**config.mk**
```make
export PLATFORM = sky130hd
export DESIGN_NAME = instr_prefetch_buffer_flat
export DESIGN_NICKNAME = d
export VERILOG_FILES = /design/src/rtl/instr_prefetch_buffer_if.sv /design/src/rtl/instr_prefetch_buffer.sv /design/src/flat_wrapper.sv
export SDC_FILE = /design/constraint.sdc
export NUM_CORES = 1
export LEC_CHECK = 0
export ABC_AREA = 0
export CORE_ASPECT_RATIO = 0.5
export CORE_UTILIZATION = 40
export DETAILED_ROUTE_END_ITERATION = 10
export PLACE_DENSITY = 0.68
export SYNTH_ARGS = -nofsm -noshare
export SYNTH_HDL_FRONTEND = slang
export SYNTH_SLANG_ARGS = --single-unit
```
**constraint.sdc**
```tcl
create_clock -name clk_i -period 18.9 [get_ports clk_i]
set_clock_uncertainty 0.2 [all_clocks]
set_input_delay 3.78 -clock clk_i [delete_from_list [all_inputs] [get_ports clk_i]]
set_output_delay 3.78 -clock clk_i [all_outputs]
set_load 0.005 [all_outputs]
```
**src/rtl/instr_prefetch_buffer_if.sv**
```systemverilog
// Bundles the IF-side fetch handshake and the instruction-memory req/gnt/rvalid port.
// The master modport is the prefetch buffer's view of the bus; slave is its environment.
interface instr_prefetch_buffer_if;
  logic        req_i;
  logic        branch_i;
  logic [31:0] branch_addr_i;
  logic        fetch_valid_o;
  logic [31:0] fetch_rdata_o;
  logic [31:0] fetch_addr_o;
  logic        fetch_ready_i;
  logic        instr_req_o;
  logic        instr_gnt_i;
  logic [31:0] instr_addr_o;
  logic        instr_rvalid_i;
  logic [31:0] instr_rdata_i;
  logic        busy_o;

  modport master (
    input  req_i, branch_i, branch_addr_i, fetch_ready_i,
    input  instr_gnt_i, instr_rvalid_i, instr_rdata_i,
    output fetch_valid_o, fetch_rdata_o, fetch_addr_o,
    output instr_req_o, instr_addr_o, busy_o
  );

  modport slave (
    output req_i, branch_i, branch_addr_i, fetch_ready_i,
    output instr_gnt_i, instr_rvalid_i, instr_rdata_i,
    input  fetch_valid_o, fetch_rdata_o, fetch_addr_o,
    input  instr_req_o, instr_addr_o, busy_o
  );
endinterface

```
**src/rtl/instr_prefetch_buffer.sv**
```systemverilog
// Sequential instruction prefetcher: keeps up to MAX_OUTSTANDING word fetches in flight,
// queues responses in a DEPTH-entry FIFO and discards everything in flight on a redirect.
module instr_prefetch_buffer #(
  parameter int unsigned DEPTH           = 4,
  parameter int unsigned MAX_OUTSTANDING = 2,
  parameter logic [31:0] BOOT_ADDR       = 32'h0000_0080
) (
  input logic                     clk_i,
  input logic                     rst_i,
  instr_prefetch_buffer_if.master bus
);

  localparam int unsigned PTR_W = (DEPTH > 1) ? $clog2(DEPTH) : 1;
  localparam int unsigned CNT_W = $clog2(DEPTH + 1);
  localparam int unsigned OCC_W = CNT_W + 1;
  localparam int unsigned OC_W  = $clog2(MAX_OUTSTANDING + 1);
  localparam int unsigned RA_W  = (MAX_OUTSTANDING > 1) ? $clog2(MAX_OUTSTANDING) : 1;

  typedef struct packed {
    logic [31:0] addr;
    logic [31:0] data;
  } fetch_entry_t;

  logic [31:0]      na_q;
  logic [31:0]      addr_q;
  logic             req_q;
  logic [OC_W-1:0]  oc_q;
  logic [OC_W-1:0]  dc_q;
  logic             stl_q;

  fetch_entry_t     fifo_q [DEPTH];
  logic [PTR_W-1:0] wr_ptr_q;
  logic [PTR_W-1:0] rd_ptr_q;
  logic [CNT_W-1:0] cnt_q;

  logic [31:0]      ra_q [MAX_OUTSTANDING];
  logic [RA_W-1:0]  ra_wr_q;
  logic [RA_W-1:0]  ra_rd_q;

  logic             gnt_acc;
  logic             hold;
  logic             drop;
  logic             push;
  logic             pop;
  logic             issue;
  logic [OC_W-1:0]  oc_next;
  logic [OC_W-1:0]  dc_next;
  logic [OCC_W-1:0] occ;

  // Issue is judged on next-cycle occupancy so every granted fetch owns a FIFO slot.
  always_comb begin
    gnt_acc = req_q & bus.instr_gnt_i;
    hold    = req_q & ~bus.instr_gnt_i;
    drop    = bus.branch_i | (dc_q != '0);
    push    = bus.instr_rvalid_i & ~drop;
    pop     = (cnt_q != '0) & bus.fetch_ready_i & ~bus.branch_i;
    oc_next = oc_q + OC_W'(gnt_acc) - OC_W'(bus.instr_rvalid_i);
    occ     = OCC_W'(cnt_q) + OCC_W'(push) + OCC_W'(oc_next);
    issue   = bus.req_i & ~bus.branch_i & ~hold
            & (oc_next < OC_W'(MAX_OUTSTANDING))
            & (occ < OCC_W'(DEPTH));
    if (bus.branch_i) begin
      dc_next = oc_next;
    end else begin
      dc_next = dc_q + OC_W'(gnt_acc & stl_q)
              - OC_W'(bus.instr_rvalid_i & (dc_q != '0));
    end
  end

  // Request side: a request once raised is held with a stable address until granted.
  always_ff @(posedge clk_i or posedge rst_i) begin
    if (rst_i) begin
      na_q    <= BOOT_ADDR;
      addr_q  <= BOOT_ADDR;
      req_q   <= 1'b0;
      oc_q    <= '0;
      dc_q    <= '0;
      stl_q   <= 1'b0;
      ra_wr_q <= '0;
      ra_rd_q <= '0;
      for (int unsigned i = 0; i < MAX_OUTSTANDING; i++) ra_q[i] <= '0;
    end else begin
      req_q <= hold | issue;
      oc_q  <= oc_next;
      dc_q  <= dc_next;
      if (issue) addr_q <= na_q;
      if (bus.branch_i) begin
        na_q  <= bus.branch_addr_i & 32'hFFFF_FFFC;
        stl_q <= hold;
      end else begin
        if (issue) na_q <= na_q + 32'd4;
        if (gnt_acc) stl_q <= 1'b0;
      end
      if (gnt_acc) begin
        ra_q[ra_wr_q] <= addr_q;
        ra_wr_q <= (ra_wr_q == RA_W'(MAX_OUTSTANDING - 1)) ? '0 : ra_wr_q + RA_W'(1);
      end
      if (bus.instr_rvalid_i) begin
        ra_rd_q <= (ra_rd_q == RA_W'(MAX_OUTSTANDING - 1)) ? '0 : ra_rd_q + RA_W'(1);
      end
    end
  end

  // Response FIFO; a redirect empties it and wins over any push or pop that cycle.
  always_ff @(posedge clk_i or posedge rst_i) begin
    if (rst_i) begin
      wr_ptr_q <= '0;
      rd_ptr_q <= '0;
      cnt_q    <= '0;
      for (int unsigned i = 0; i < DEPTH; i++) fifo_q[i] <= '0;
    end else if (bus.branch_i) begin
      wr_ptr_q <= '0;
      rd_ptr_q <= '0;
      cnt_q    <= '0;
    end else begin
      if (push) begin
        fifo_q[wr_ptr_q] <= '{addr: ra_q[ra_rd_q], data: bus.instr_rdata_i};
        wr_ptr_q <= wr_ptr_q + PTR_W'(1);
      end
      if (pop) rd_ptr_q <= rd_ptr_q + PTR_W'(1);
      cnt_q <= cnt_q + CNT_W'(push) - CNT_W'(pop);
    end
  end

  assign bus.fetch_valid_o = (cnt_q != '0);
  assign bus.fetch_rdata_o = fifo_q[rd_ptr_q].data;
  assign bus.fetch_addr_o  = fifo_q[rd_ptr_q].addr;
  assign bus.instr_req_o   = req_q;
  assign bus.instr_addr_o  = addr_q;
  assign bus.busy_o        = (oc_q != '0) | req_q;

  rvalid_needs_outstanding: assert property (
    @(posedge clk_i) disable iff (rst_i) bus.instr_rvalid_i |-> (oc_q != '0)
  );

endmodule

```
**src/flat_wrapper.sv**
```systemverilog
// flat-port wrapper written by rule: the top's interface ports become plain ports
module instr_prefetch_buffer_flat 
#(
  parameter int unsigned DEPTH           = 4,
  parameter int unsigned MAX_OUTSTANDING = 2,
  parameter logic [31:0] BOOT_ADDR       = 32'h0000_0080
)
  (clk_i, rst_i, bus_req_i, bus_branch_i, bus_branch_addr_i, bus_fetch_ready_i, bus_instr_gnt_i, bus_instr_rvalid_i, bus_instr_rdata_i, bus_fetch_valid_o, bus_fetch_rdata_o, bus_fetch_addr_o, bus_instr_req_o, bus_instr_addr_o, bus_busy_o);
  instr_prefetch_buffer_if bus_i ();
  input logic clk_i;
  input logic rst_i;
  input wire logic [$bits(bus_i.req_i)-1:0] bus_req_i;
  input wire logic [$bits(bus_i.branch_i)-1:0] bus_branch_i;
  input wire logic [$bits(bus_i.branch_addr_i)-1:0] bus_branch_addr_i;
  input wire logic [$bits(bus_i.fetch_ready_i)-1:0] bus_fetch_ready_i;
  input wire logic [$bits(bus_i.instr_gnt_i)-1:0] bus_instr_gnt_i;
  input wire logic [$bits(bus_i.instr_rvalid_i)-1:0] bus_instr_rvalid_i;
  input wire logic [$bits(bus_i.instr_rdata_i)-1:0] bus_instr_rdata_i;
  output wire logic [$bits(bus_i.fetch_valid_o)-1:0] bus_fetch_valid_o;
  output wire logic [$bits(bus_i.fetch_rdata_o)-1:0] bus_fetch_rdata_o;
  output wire logic [$bits(bus_i.fetch_addr_o)-1:0] bus_fetch_addr_o;
  output wire logic [$bits(bus_i.instr_req_o)-1:0] bus_instr_req_o;
  output wire logic [$bits(bus_i.instr_addr_o)-1:0] bus_instr_addr_o;
  output wire logic [$bits(bus_i.busy_o)-1:0] bus_busy_o;
  assign bus_i.req_i = bus_req_i;
  assign bus_i.branch_i = bus_branch_i;
  assign bus_i.branch_addr_i = bus_branch_addr_i;
  assign bus_i.fetch_ready_i = bus_fetch_ready_i;
  assign bus_i.instr_gnt_i = bus_instr_gnt_i;
  assign bus_i.instr_rvalid_i = bus_instr_rvalid_i;
  assign bus_i.instr_rdata_i = bus_instr_rdata_i;
  assign bus_fetch_valid_o = bus_i.fetch_valid_o;
  assign bus_fetch_rdata_o = bus_i.fetch_rdata_o;
  assign bus_fetch_addr_o = bus_i.fetch_addr_o;
  assign bus_instr_req_o = bus_i.instr_req_o;
  assign bus_instr_addr_o = bus_i.instr_addr_o;
  assign bus_busy_o = bus_i.busy_o;
  instr_prefetch_buffer #(.DEPTH(DEPTH), .MAX_OUTSTANDING(MAX_OUTSTANDING), .BOOT_ADDR(BOOT_ADDR)) u_core (.clk_i(clk_i), .rst_i(rst_i), .bus(bus_i));
endmodule
```
# [Yosys cells after proc, flatten, opt, wreduce, memory -nomap -nowiden]
# Index checks and enable logic that the tools add are counted.
[word_totals] register_bits=399 inputBits=71 word_cells=98
[classes] n_bitwise=22 magnitude_cmp=8 addsub=13 reduce_logical=10 mux=24
[op_table] operator="$bwmux 256" n=1
[op_table] operator="$mux 32" n=6
[op_table] operator="$mux 64" n=3
[op_table] operator="$bmux 64 s2" n=1
[op_table] operator="$demux 64 s2" n=1
[op_table] operator="$bwmux 64" n=1
[op_table] operator="$add 32x3->32 const B" n=1
[op_table] operator="$demux 32 s1" n=1
[op_table] operator="$reduce_bool 2->1" n=6
[op_table] operator="$and 1x1->1" n=11
[op_table] operator="$mux 2" n=5
[op_table] operator="$ge 3x3->1 const B" n=2
[op_table] operator="$not 2->3" n=2
[op_table] operator="$add 2x1->2 const B" n=2
[op_table] operator="$add 3x1->4" n=1
[op_table] operator="$add 4x2->4" n=1
[op_table] operator="$ge 2x2->1 const B" n=2
[op_table] operator="$lt 4x3->1 const B" n=1
[op_table] operator="$mux 1" n=4
[op_table] operator="$not 1->1" n=4
[op_table] operator="$not 1->2" n=2
[op_table] operator="$add 3x1->3" n=1
[op_table] operator="$lt 3x1->1 const B" n=1
[op_table] operator="$mux 3" n=1
[op_table] operator="other kinds (12)" n=16

# [Logic depth before layout (Yosys ltp)]
[logic_depth] depth_word=10 ltp_mapped=13 mapped_depth_nobuf=11

# [Worst setup path before layout]
# Ideal clock, no wire load.
[synth_timing] kind="input to register" start="input port bus_instr_gnt_i" end="register u_core.na_q[6]" setup_ns=0.126 slack_ns=12.605 arrival_time_ns=5.970 path_buffers=2 stages=11 path_cell_list="and2_1 > clkbuf_1 > ha_1 > xor3_1 > ha_1 > nor4b_2 > and3b_2 > a21oi_2 > buf_6 > a21o_1 > a221o_1"
[synth_via] elab_chain_len=7
[synth_lines] item="start: declaration" line_no="flat_wrapper.sv:16" source="input wire logic [$bits(bus_i.instr_gnt_i)-1:0] bus_instr_gnt_i;"
[synth_lines] item="$and 1x1->1 *" line_no="instr_prefetch_buffer.sv:52" source="gnt_acc = req_q & bus.instr_gnt_i;"
[synth_lines] item="named net u_core.gnt_acc" line_no="instr_prefetch_buffer.sv:40" source="logic gnt_acc;"
[synth_lines] item="$add 2x1->2 *" line_no="instr_prefetch_buffer.sv:57" source="oc_next = oc_q + OC_W'(gnt_acc) - OC_W'(bus.instr_rvalid_i);"
[synth_lines] item="$sub 2x1->2 *" line_no="instr_prefetch_buffer.sv:57"
[synth_lines] item="named net u_core.oc_next[1]" line_no="instr_prefetch_buffer.sv:46" source="logic [OC_W-1:0] oc_next;"
[synth_lines] item="$add 4x2->4 / $lt 2x2->1 (equally long branches)" line_no="instr_prefetch_buffer.sv:58, instr_prefetch_buffer.sv:60"
[synth_lines] item="$lt 4x3->1 / $and 1x1->1 (equally long branches)" line_no="instr_prefetch_buffer.sv:61, instr_prefetch_buffer.sv:60"
[synth_lines] item="$and 1x1->1 *" line_no="instr_prefetch_buffer.sv:61" source="& (occ < OCC_W'(DEPTH));"
[synth_lines] item="$reduce_bool 2->1 (no source line) *"
[synth_lines] item="end signal: assignment" line_no="instr_prefetch_buffer.sv:88" source="na_q <= bus.branch_addr_i & 32'hFFFF_FFFC;"
[synth_lines] item="end signal: assignment" line_no="instr_prefetch_buffer.sv:91" source="if (issue) na_q <= na_q + 32'd4;"
[synth_lines] item="end: declaration" line_no="instr_prefetch_buffer.sv:24" source="logic [31:0] na_q;"
# The timed path passes the listed nets; every way through them passes the cells marked *.
# A chain may end at the register's enable or synchronous reset.

# [Worst setup path in the final report]
[layout_timing] start="register u_core.rd_ptr_q[0]" end="output port bus_fetch_addr_o[15]"
[layout_via] elab_chain_len=4
[layout_lines] item="start: declaration" line_no="instr_prefetch_buffer.sv:33" source="logic [PTR_W-1:0] rd_ptr_q;"
[layout_lines] item="start signal: assignment" line_no="instr_prefetch_buffer.sv:120" source="if (pop) rd_ptr_q <= rd_ptr_q + PTR_W'(1);"
[layout_lines] item="$not 2->3 (implied by the code)" line_no="instr_prefetch_buffer.sv:127" source="assign bus.fetch_addr_o = fifo_q[rd_ptr_q].addr;"
[layout_lines] item="$bmux 64 s2" line_no="instr_prefetch_buffer.sv:127"
[layout_lines] item="$mux 64 (2 in a row)"
[layout_lines] item="end: declaration" line_no="flat_wrapper.sv:21" source="output wire logic [$bits(bus_i.fetch_addr_o)-1:0] bus_fetch_addr_o;"
# No other way between the ends. The select of a mux whose other input is x is not followed.

==> impl_metrics.ini <==
[worst_setup_path]
start_kind = flop
cp_max_stage_cell = dfrtp_4
crit_type = reg2out
timing.reg2reg.worst_path_depth = 10
delay_heaviest_family_cp = buffers and inverters
path_max_fanout = 36
arrival_ps = 3290
max_stage_delay_ps = 830
r2r_setup_slack_ps = 15340
critical_path.endpoint_type = primary output
crit_chain = buf_4, mux4_2, clkdlybuf4s50_1
crit_path_start = u_core.rd_ptr_q[0]$_DFFE_PP0P_
rr_endpoint = u_core.na_q[16]$_DFFE_PP0P_
worstReg2RegStart = u_core.bus.instr_req_o$_DFF_PP0_
worst-endpoint-required_ps = 14920
path_buf_inv = 2

[yosys]
synth.top_cell.area_share = 0.568
synth_fa_ha_area_frac = 0.0109
yosys.cell_types.count = 62
synth_async_sr_flop_share = 1.00
postSynth.topFlopCell = dfrtp_1
ys_top_cells_by_area = dfrtp_1, mux2_2, mux4_2
synthXorXnorAreaFrac = 0.00715
syn-instance-count = 1319
largest_family_of_logic_cells_by_synthesized_area = multiplexers
synth_compound_gate_area_share = 0.0719
syn-mean-instance-area_um2 = 12.7
most_instantiated_library_cell_after_synthesis = dfrtp_1
synth_enable_flop_cells = 0
synthDominantAreaCellType = dfrtp_1
synth_seq_area_share = 0.571
synth_simple_gate_area_share = 0.0803
synth_top_cells_by_count = dfrtp_1, nand2_1, mux2_2, o21ai_0, mux4_2
synthMuxAreaShare = 0.228
count_of_yosys_warnings_during_synthesis = 0
synth.ff_latch_count = 383
synth.cell_area_um2 = 16800

[clocking]
cts-buffers-inserted = 37
tritoncts = built
cts.hold.buffers_added = 0
cts_post_setup_buffers_inserted = 0
ctsLongestPathBuffers = 3
h-tree-depth = 2
clock_transition_time_at_the_flip_flop_clock_pins_of_the_worst_setup_and_hold_paths_ps = 70
worst_skew_pair.late_latency_ps = 550
tritoncts_num_sinks = 383
cts.repair.resized = 0
cts.root.buffer_cell = clkbuf_16

[layout]
final_area_um2 = 20000
multi_input_area_um2 = 6740
antenna-diode-count = 0
final_layout_size_suffix_gt1_frac = 0.235
sequential_cell_area_um2 = 9590
area_growth_from_synthesis_to_layout_pct = 19.4
fin_nets = 1537
fill_cells = 3615

[route]
routed_wire_length_per_instance_um = 18.2
detail_route.wirelength_um = 36700
drt_first_pass_iters = 6
via_count = 10600
drt_first_iter_violations = 733
antenna_violating_nets_left = 0
vias_per_cell = 5.27
drc = 0

[hold_path]
holdCritPathClass = reg2reg
worstHoldEndpoint = u_core.fifo_q[189]$_DFFE_PP0P_
worst_hold_path.num_cells = 2
min_delay_startpoint = u_core.fifo_q[189]$_DFFE_PP0P_

[placed_design]
port_buffers = 163
dpl_cell_area_um2 = 18900
worst_setup_slack_post_dpl_ps = 11310
place_congestion = 0.764
hpwlAfterDp_um = 23500

[sta]
worst_slew_pin_slew_ps = 1050
finalMaxSlewViolations = 0
rsz_0062_raised_after_global_routing = no
finalCriticalPeriod_ps = 7270
postLayoutSetupSlackWorst_ps = 11630
maxClockFrequency_mhz = 138
report.final.hold_viol_count = 0
setup_viol_count_final = 0
slew-limit-headroom = 0.298
finalCritPeriodShare = 0.385
setup_tns_ps = 0

[global_routing]
grt_first_pass_wirelength_um = 60300
antenna_found_initial = 0
grt_overflow_total = 0
first_global_vias = 10800
grt_max_degree = 103
globalRouteTotalUtil = 0.176

[die]
chipHeight_um = 147
top_level_ports = 170
placeableCoreArea_um2 = 40900
design.die.area_um2 = 42800
die_width_um = 292
initial_core_util = 0.410
rows = 52

[flow_run]
max-cap-violations = 0

[power_and_ir_drop]
fin_total_pwr_mw = 2.94
static_leakage_nw = 9.01
ir_worst_vdd_mv = 0.0533
p_per_area_nw_per_um2 = 146

[run_status]
run_status = complete, no violations
-- worst max path at each step --
stage	end	slack [ps]	cells after the start
final	bus_fetch_addr_o[15]	11630	3
after global routing	bus_fetch_addr_o[15]	11430	3
after detailed placement	u_core.na_q[16]$_DFFE_PP0P_	11310	12
after global placement	u_core.na_q[16]$_DFFE_PP0P_	11360	12
after CTS	bus_fetch_addr_o[15]	11520	3
after floorplan	u_core.bus.instr_addr_o[10]$_DFFE_PP0P_	4280	1
-- final cells by class --
class                           count  area share
Clock buffer                       54      0.0529
Tap cell                          540      0.0337
Timing Repair Buffer              178      0.0867
Inverter                           28     0.00562
Sequential cell                   383       0.478
Clock inverter                     10     0.00649
Multi-Input combinational cell    824       0.336
-- worst min-delay path, stage by stage, from the launching register on --
cell and delay (ps):
dfrtp_1 340, nand2_1 40, o21ai_0 60
-- routing by layer --
layer | vias up | part of all wire | GRT usage | wire (um)
met5 | - | 0 | 0 | 0
met4 | 0 | 0.018 | 0.0468 | 672
met3 | 42 | 0.032 | 0.0284 | 1160
met2 | 150 | 0.48 | 0.284 | 17500
met1 | 5470 | 0.47 | 0.249 | 17400
li1 | 4961 | - | - | -
-- flip-flops by register name, indices dropped and copies added (netlist names), 2 cells and up --
name and cells:
u_core.fifo_q 248, u_core.ra_q 60, u_core.bus.instr_addr_o 30, u_core.na_q 30, u_core.cnt_q 3, u_core.dc_q 2
u_core.oc_q 2, u_core.rd_ptr_q 2, u_core.wr_ptr_q 2
-- cell usage in the layout (no fill, tap or decap), types with 5 or more instances in the layout --
cell type / Yosys / routed
clkdlybuf4s50_1: 0 / 162
o21ai_0: 148 / 148
dfrtp_1: 381 / 378
a21oi_1: 14 / 14
clkbuf_8: 0 / 7
mux4_2: 62 / 62
ha_1: 13 / 13
nand4_1: 5 / 5
clkbuf_1: 51 / 10
mux2i_1: 31 / 31
buf_4: 7 / 15
mux2_2: 189 / 189
a221o_1: 8 / 8
nand3_1: 17 / 17
nor4_1: 5 / 5
nor3_1: 6 / 6
nor2_1: 16 / 16
o21ai_1: 8 / 8
or3_1: 5 / 5
inv_1: 28 / 27
nand2_1: 221 / 217
o31a_1: 6 / 6
clkbuf_16: 0 / 37
xor2_1: 7 / 7
-- power by group --
part / leakage [nW] / switching (mW) / internal, mW
logic: 3.37 / 0.379 / 0.552
registers: 5.05 / 0.196 / 1.07
clock network: 0.585 / 0.316 / 0.419
total: 9.01 / 0.891 / 2.05
-- kinds of logic (layout without fill, tap and decap cells) --
family / Yosys count / in the layout
AND/OR/NAND/NOR: 300 / 300
flip-flops: 383 / 383
buffers and inverters: 115 / 270
multiplexers: 282 / 282
other: 1 / 4
XOR/XNOR: 12 / 12
adder cells (fa/ha/maj): 14 / 14
AO/OA/AOI/OAI: 212 / 212
-- through the flow --
| step | cells | hold WS, ps | utilization |
|---|---|---|---|
| final | 2017 | 275 | 0.490 |
| after global placement | 1953 | 256 | 0.461 |
| after floorplan | 1322 | 245 | - |
| after detailed placement | 1953 | 265 | 0.461 |
| after global routing | 2017 | 298 | 0.490 |
| after CTS | 2017 | 279 | 0.490 |
Note: power is estimated with default switching activity, not from simulation.
